`src/rtl/rom_port_arbiter_pkg.sv`:
```
// Shared types and constants for the ROM/RAM port arbiter: FSM states,
// access owners and grant-vector bit positions.
package rom_port_arbiter_pkg;

    typedef enum logic [1:0] {
        ST_IDLE,
        ST_ACC_RD,
        ST_ACC_WR,
        ST_RESP
    } state_t;

    typedef enum logic [1:0] {
        OWN_NONE,
        OWN_LD,
        OWN_CPU,
        OWN_BLT
    } owner_t;

    localparam int unsigned NUM_PORTS   = 3;
    localparam int unsigned GNT_LD      = 0;
    localparam int unsigned GNT_CPU     = 1;
    localparam int unsigned GNT_BLT     = 2;
    localparam int unsigned BURST_CNT_W = 4;

endpackage

```
`src/rtl/rom_port_arbiter_picker.sv`:
```
// Priority select for the three requesters plus the blitter starvation guard;
// produces a one-hot grant whenever arb_en_i is high.
module rom_arb_picker
    import rom_port_arbiter_pkg::*;
#(
    parameter int unsigned BLIT_BURST_MAX = 4
) (
    input  logic                 clock_i,
    input  logic                 reset_i,
    input  logic                 arb_en_i,
    input  logic                 boot_done_i,
    input  logic [NUM_PORTS-1:0] req_i,
    output logic [NUM_PORTS-1:0] gnt_o
);

    logic [BURST_CNT_W-1:0] burst_q, burst_d;
    logic                   cpu_force;

    assign cpu_force = req_i[GNT_CPU] && (burst_q >= BURST_CNT_W'(BLIT_BURST_MAX));

    always_comb begin
        gnt_o = '0;
        if (arb_en_i) begin
            if (!boot_done_i) begin
                if (req_i[GNT_LD])       gnt_o[GNT_LD]  = 1'b1;
                else if (cpu_force)      gnt_o[GNT_CPU] = 1'b1;
                else if (req_i[GNT_BLT]) gnt_o[GNT_BLT] = 1'b1;
                else if (req_i[GNT_CPU]) gnt_o[GNT_CPU] = 1'b1;
            end else begin
                if (cpu_force)           gnt_o[GNT_CPU] = 1'b1;
                else if (req_i[GNT_BLT]) gnt_o[GNT_BLT] = 1'b1;
                else if (req_i[GNT_CPU]) gnt_o[GNT_CPU] = 1'b1;
                else if (req_i[GNT_LD])  gnt_o[GNT_LD]  = 1'b1;
            end
        end
    end

    // Counts blitter grants only while the CPU is actually waiting.
    always_comb begin
        burst_d = burst_q;
        if (!req_i[GNT_CPU] || gnt_o[GNT_CPU]) begin
            burst_d = '0;
        end else if (gnt_o[GNT_BLT]) begin
            burst_d = burst_q + 1'b1;
        end
    end

    always_ff @(posedge clock_i) begin
        if (reset_i) begin
            burst_q <= '0;
        end else begin
            burst_q <= burst_d;
        end
    end

endmodule

```
`src/rtl/rom_port_arbiter.sv`:
```
// Arbiter sharing the single-port ROM/RAM store between loader, CPU and blitter.
// Optional write lock after boot: define ROM_WRITE_LOCK_EN.
module rom_port_arbiter
    import rom_port_arbiter_pkg::*;
#(
    parameter int unsigned ADDR_W         = 16,
    parameter int unsigned DATA_W         = 8,
    parameter int unsigned BLIT_BURST_MAX = 4
) (
    input  logic              clock_i,
    input  logic              reset_i,
    input  logic              ld_req_i,
    input  logic [ADDR_W-1:0] ld_addr_i,
    input  logic [DATA_W-1:0] ld_data_i,
    input  logic              ld_done_i,
    output logic              ld_ack_o,
    input  logic              cpu_req_i,
    input  logic [ADDR_W-1:0] cpu_addr_i,
    output logic              cpu_ack_o,
    output logic [DATA_W-1:0] cpu_rdata_o,
    output logic              cpu_rvalid_o,
    input  logic              blt_req_i,
    input  logic [ADDR_W-1:0] blt_addr_i,
    output logic              blt_ack_o,
    output logic [DATA_W-1:0] blt_rdata_o,
    output logic              blt_rvalid_o,
    output logic [ADDR_W-1:0] mem_address_o,
    output logic              mem_write_enable_o,
    output logic [DATA_W-1:0] mem_data_o,
    input  logic [DATA_W-1:0] mem_data_i,
    output logic              busy_o,
    output logic              wr_error_o
);

    state_t              state_q, state_d;
    owner_t              owner_q, owner_d;
    logic [ADDR_W-1:0]   mem_addr_q, mem_addr_d;
    logic [DATA_W-1:0]   mem_wdata_q, mem_wdata_d;
    logic                wr_lock_q, wr_lock_d;
    logic                boot_done_q;
    logic [DATA_W-1:0]   cpu_rdata_q, blt_rdata_q;
    logic                cpu_rvalid_q, blt_rvalid_q;
    logic                arb_en;
    logic                lock_active;
    logic                cpu_rd_done, blt_rd_done;
    logic [NUM_PORTS-1:0] req, gnt;

    assign arb_en = (state_q != ST_ACC_RD);
    assign req    = {blt_req_i, cpu_req_i, ld_req_i};

    rom_arb_picker #(
        .BLIT_BURST_MAX(BLIT_BURST_MAX)
    ) u_picker (
        .clock_i    (clock_i),
        .reset_i    (reset_i),
        .arb_en_i   (arb_en),
        .boot_done_i(boot_done_q),
        .req_i      (req),
        .gnt_o      (gnt)
    );

`ifdef ROM_WRITE_LOCK_EN
    logic wr_error_q;

    assign lock_active = boot_done_q;
    assign wr_error_o  = wr_error_q;

    always_ff @(posedge clock_i) begin
        if (reset_i) begin
            wr_error_q <= 1'b0;
        end else if (state_q == ST_ACC_WR && wr_lock_q) begin
            wr_error_q <= 1'b1;
        end
    end
`else
    assign lock_active = 1'b0;
    assign wr_error_o  = 1'b0;
`endif

    // Requesters present their next request during the ack cycle, so the
    // arbitration done in ACC_WR/RESP already sees the following transfer.
    always_comb begin
        state_d     = state_q;
        owner_d     = owner_q;
        mem_addr_d  = mem_addr_q;
        mem_wdata_d = mem_wdata_q;
        wr_lock_d   = wr_lock_q;
        if (state_q == ST_ACC_RD) begin
            state_d = ST_RESP;
        end else begin
            state_d = ST_IDLE;
            owner_d = OWN_NONE;
            if (gnt[GNT_LD]) begin
                state_d     = ST_ACC_WR;
                owner_d     = OWN_LD;
                mem_addr_d  = ld_addr_i;
                mem_wdata_d = ld_data_i;
                wr_lock_d   = lock_active;
            end else if (gnt[GNT_CPU]) begin
                state_d    = ST_ACC_RD;
                owner_d    = OWN_CPU;
                mem_addr_d = cpu_addr_i;
            end else if (gnt[GNT_BLT]) begin
                state_d    = ST_ACC_RD;
                owner_d    = OWN_BLT;
                mem_addr_d = blt_addr_i;
            end
        end
    end

    assign cpu_rd_done = (state_q == ST_RESP) && (owner_q == OWN_CPU);
    assign blt_rd_done = (state_q == ST_RESP) && (owner_q == OWN_BLT);

    always_ff @(posedge clock_i) begin
        if (reset_i) begin
            state_q      <= ST_IDLE;
            owner_q      <= OWN_NONE;
            mem_addr_q   <= '0;
            mem_wdata_q  <= '0;
            wr_lock_q    <= 1'b0;
            boot_done_q  <= 1'b0;
            cpu_rdata_q  <= '0;
            blt_rdata_q  <= '0;
            cpu_rvalid_q <= 1'b0;
            blt_rvalid_q <= 1'b0;
        end else begin
            state_q      <= state_d;
            owner_q      <= owner_d;
            mem_addr_q   <= mem_addr_d;
            mem_wdata_q  <= mem_wdata_d;
            wr_lock_q    <= wr_lock_d;
            boot_done_q  <= boot_done_q | ld_done_i;
            cpu_rvalid_q <= cpu_rd_done;
            blt_rvalid_q <= blt_rd_done;
            if (cpu_rd_done) cpu_rdata_q <= mem_data_i;
            if (blt_rd_done) blt_rdata_q <= mem_data_i;
        end
    end

    assign ld_ack_o           = (state_q == ST_ACC_WR);
    assign cpu_ack_o          = (state_q == ST_ACC_RD) && (owner_q == OWN_CPU);
    assign blt_ack_o          = (state_q == ST_ACC_RD) && (owner_q == OWN_BLT);
    assign mem_write_enable_o = (state_q == ST_ACC_WR) && !wr_lock_q;
    assign mem_address_o      = mem_addr_q;
    assign mem_data_o         = mem_wdata_q;
    assign cpu_rdata_o        = cpu_rdata_q;
    assign blt_rdata_o        = blt_rdata_q;
    assign cpu_rvalid_o       = cpu_rvalid_q;
    assign blt_rvalid_o       = blt_rvalid_q;
    assign busy_o             = (state_q != ST_IDLE);

endmodule

```
`config.mk`:
```
export PLATFORM = sky130hd
export DESIGN_NAME = rom_port_arbiter
export DESIGN_NICKNAME = d
export VERILOG_FILES = /design/src/rtl/rom_port_arbiter_pkg.sv /design/src/rtl/rom_port_arbiter_picker.sv /design/src/rtl/rom_port_arbiter.sv
export SDC_FILE = /design/constraint.sdc
export NUM_CORES = 1
export LEC_CHECK = 0
export ABC_AREA = 1
export CAP_MARGIN = 20
export CORE_AREA = 2 2 86 88
export CTS_CLUSTER_SIZE = 14
export DETAILED_ROUTE_END_ITERATION = 8
export DIE_AREA = 0 0 88 90
export PLACE_DENSITY = 0.75
export SLEW_MARGIN = 15
export SYNTH_ARGS = -nofsm -noshare
export SYNTH_HDL_FRONTEND = slang
export SYNTH_SLANG_ARGS = --single-unit
```
`constraint.sdc`:
```
create_clock -name clock_i -period 1.3 [get_ports clock_i]
set_clock_uncertainty 0.1 [all_clocks]
set_input_delay 0.39 -clock clock_i [delete_from_list [all_inputs] [get_ports clock_i]]
set_output_delay 0.39 -clock clock_i [all_outputs]
set_load 0.01 [all_outputs]
```
# After elaboration in Yosys (flattened, before gate mapping)
# Index checks and enable logic that the tools add are counted.
# word_totals
word_cells,55
input_bits,70
output_inout_bits,48
regBits,51
# classes
n_addsub,1
n_eq_ne,6
n_bitwise,2
mux,23
reduce_logical,12
n_lt_le_gt_ge,1
# ops
op,count
$mux 16,3
$mux 2,7
$mux 1,11
$eq 2x2->1 const B,4
$mux 3,2
$logic_and 1x1->1,5
$add 4x1->4 const B,1
$ge 4x3->1 const B,1
$reduce_and 2->1,2
$reduce_bool 3->1,1
$eq 2x1->1 const B,1
$ne 2x1->1 const B,1
$reduce_bool 2->1,1
$reduce_or 2->1,1
$logic_not 1->1,1
$logic_or 1x1->1,1
$not 1->1,1
$or 1x1->1,1

# Longest topological paths before layout
# depth
word_depth,10
ltp_mapped,10
mapped_depth_nobuf,9

# Cells and area by module
# From an unflattened synthesis, not the netlist that was laid out.
# hier_totals
hier_cells,367
area_unflattened_um2,2407.3
# by_module_without_submodules
module,seq_area_each_um2,n_inst,cells_each,area_each_um2
rom_port_arbiter,940.9,1,324,2143.3
rom_arb_picker,80.1,1,43,264.0

# Worst setup path before layout
# Ideal clock, no wire load.
# synth_timing
path_type,register -> output
start,reg state_q[0]
end,out blt_ack_o
t_arrival_ns,0.966
stages_incl_launch_ff,6
required_time_ns,0.810
slack_ns,-0.156
path_cell_list,dfxtp_1 > nand2_4 > clkbuf_1 > inv_1 > nand2_1 > nor2_1
# synth_between
elab_chain_len,2
# synth_rtl
item,line,rtl
from (decl),rom_port_arbiter.sv:35,"state_t state_q, state_d;"
from (signal assigned),rom_port_arbiter.sv:127,state_q <= state_d;
$eq 2x1->1,rom_port_arbiter.sv:142,assign blt_ack_o = (state_q == ST_ACC_RD) && (owner_q == OWN_BLT);
$logic_and 1x1->1,rom_port_arbiter.sv:142,
to (decl),rom_port_arbiter.sv:24,"output logic blt_ack_o,"
# Every way passes these cells.

# Worst setup path in the final report
# layout_timing
start,reg state_q[1]
end,out blt_ack_o
# Same word-level chain as after synthesis.

==> flow_summary.toml <==
[synthesis]
syn_inst = 349
yosysMostFrequentCell = "nor2_1"
syn_area_mm2 = 0.00251
syn_nets = 420
ys_seq_area_share_pct = 40.7
syn_area_per_cell_um2 = 7.19
synth-main-ff-cell = "dfxtp_1"
netlist.area_leader.share_pct = 40.7
synthTopCellsByArea = "dfxtp_1 (41%), nand3_1 (10%), nor2_1 (8.2%), o21ai_1 (5.8%), a21oi_2 (4.9%)"
synth_edf_count = 0
synth_top_cell_by_area = "dfxtp_1"
synth.distinct_cells = 27
yosys_register_bits = 51
synth_commonest_cells = "nor2_1 (55), dfxtp_1 (51), nand3_1 (51)"
async_flop_share_pct = 0
synth_warnings = 0

[setup_path]
r2r_slack_ps = -200
startpoint_type = "flop"
critPathRequiredTime_ps = 810
cpMostUsedCell = "nand2_4"
reg2regPathDepth = 11
worstSetupStartpoint = "state_q[1]$_SDFF_PP0_"
crit_slowest_cell = "dfxtp_2"
path_max_fanout = 4
critPathKind = "reg2out"
end_kind = "output pin"
r2r-end = "mem_address_o[0]$_SDFFE_PP0P_"
critical_path_arrival_ps = 1090
crit_chain = "inv_2, nand2_4, inv_4, nand2_4, nor2_4, buf_6"
max_stage_delay_ps = 340
reg2reg_from = "state_q[1]$_SDFF_PP0_"

[sta]
clock.fmax_ghz = 0.631
rsz0062_at_grt = "yes"
finalSetupViolCount = 32
period_share_pct = 122
min_period_ps = 1580
worst_slack_ps = -284
finalSetupTns_ps = -4610
hold_viol = 0
holdWs_ps = 340
report.final.slew_viol_count = 0

[drt]
post_drt_via_cell_ratio = 4.74
postRouteAntennaNets = 0
wl_per_cell_um = 13.2
drt_iter0_drc = 152
drc = 0
num_vias = 2839
wirelength_um = 7890
drt_pass1_iterations = 4

[floorplan]
io_pins = 118
die_h_um = 90
die_w_um = 88
core.rowCount = 31
core_mm2 = 0.00702
initial_core_util_pct = 35.8
die-area_mm2 = 0.00792

[placement]
dp.cells = 575
dp_hpwl_um = 5580
io_buffers = 116
gp_congestion = 0.812
dpl_worst_slack_ps = -625

[final_layout]
num-fill-cells = 599
area_delta_synth_final_pct = 77.4
diodes = 0
fin_cells = 599
final-seq-area_mm2 = 0.00108
drive_gt1_share_pct = 47.6
finish.net_count = 570
multi_input_area_mm2 = 0.00142

[cts]
cts_tree = "built"
h-tree-depth = 2
clk_path_buf_depth = 2
cts.clk_slew.worst_paths_ps = 90
root_buffer = "clkbuf_8"
numClockSinks = 51
numCtsBuffers = 5
clk_latency_ps = 300

[pwr]
p_int_uw = 3090
clkPwrFrac_pct = 24.9
p_sw_share_pct = 30.6
seq_power_share_pct = 40.4
power.switching_uw = 1360
ir_drop_mv = 0.516
combPwrFrac_pct = 34.7
p_total_uw = 4450
power_density_mw_per_mm2 = 999
leakage_uw = 0.00200

[min_path]
hp-start = "blt_req_i"
hold_end = "owner_q[0]$_SDFFE_PP0N_"
hold_depth = 3
hp-class = "in2reg"

[grt]
grt_pass1_vias = 2694
grt_pass1_wl_um = 11900
antenna_found_initial = 0
grt_max_degree = 27
overflow = 0
grt_use_total_pct = 18.4

[flow_run]
drv_cap = 0

[status]
status = "complete, but fails checks"
violations = "setup timing"
## cell families (layout without fill, tap and decap cells)
kind of cell               after synthesis  after routing  synth area share (%)
adders and majority gates                1              1                 0.498
other                                    1              1                 0.149
and+or+nand+nor                        145            145                  26.8
buffers and inverters                   69            220                  11.6
DFF                                     51             51                  40.7
AOI/OAI and AO/OA                       82             82                  20.3
## metrics by stage
stage | utilization (%) | area [um^2]
after floorplan | - | 2570
after global placement | 57.6 | 4040
after detailed placement | 57.6 | 4040
after CTS | 59.5 | 4180
after global routing | 63.4 | 4450
final | 63.4 | 4450
## registers in the layout (all words and copies together), names as in the netlist
name / cells
cpu_rvalid_o: 1
blt_rvalid_o: 1
mem_address_o: 16
boot_done_q: 1
mem_data_o: 8
owner_q: 2
blt_rdata_o: 8
u_picker.burst_q: 4
state_q: 2
cpu_rdata_o: 8
## what timing repair did
action	in CTS	in global routing
hold buffers	0	0
cloned	0	4
pin swaps	3	6
endpoints found under the setup margin	85	55
gates resized for setup	270	43
buffers inserted	9	4
## power groups by stage
stage | Clock (uW) | Sequential, uW | Combinational (uW)
after detailed placement | 0 | 1790 | 1320
after global placement | 0 | 1790 | 1290
after CTS | 1130 | 1780 | 1340
after global routing | 1190 | 1810 | 1670
after floorplan | 0 | 1830 | 603
final | 1110 | 1790 | 1540
## layout by cell type (no fill, tap or decap), drive strengths merged
cell type,count
nand3,53
a21oi,21
dfxtp,51
ha,1
o211ai,1
nand2,33
o21bai,16
o21a,1
conb,1
dlygate4sd2,2
nor2,57
clkbuf,9
clkinv,2
inv,51
bufinv,1
clkdlybuf4s50,66
or2,1
o21ai,42
nor3,1
a31oi,1
buf,89
## worst max-delay path by stage
stage / end / slack, ps / cells after the start
2_1_floorplan: blt_ack_o / -30 / 6
3_3_place_gp: mem_address_o[7]$_SDFFE_PP0P_ / -600 / 10
3_5_place_dp: mem_address_o[4]$_SDFFE_PP0P_ / -620 / 8
4_1_cts: busy_o / -280 / 3
5_1_grt: blt_ack_o / -350 / 6
6_report: blt_ack_o / -280 / 6
## critical path, delay by kind of cell, from the launching register on
kind,cells,cell delay (ps)
and+or+nand+nor,3,200
DFF,1,340
buffers and inverters,3,240
## per-layer routing
layer  GRT usage (%)  routed length (um)  up-vias
met2            32.1                4000      106
met4            5.13                  87        0
met1            22.7                3380     1296
li1                -                   -     1426
met5               0                   0        -
met3            3.40                 422       11
## area by class of cell
cell class / instances / area share, %
Clock inverter: 3 / 0.984
Tap cell: 99 / 2.78
Sequential cell: 51 / 24.3
Inverter: 51 / 4.75
Clock buffer: 5 / 1.55
Multi-Input combinational cell: 229 / 32.0
Timing Repair Buffer: 161 / 33.6
Power figures use the tool's default switching activity.
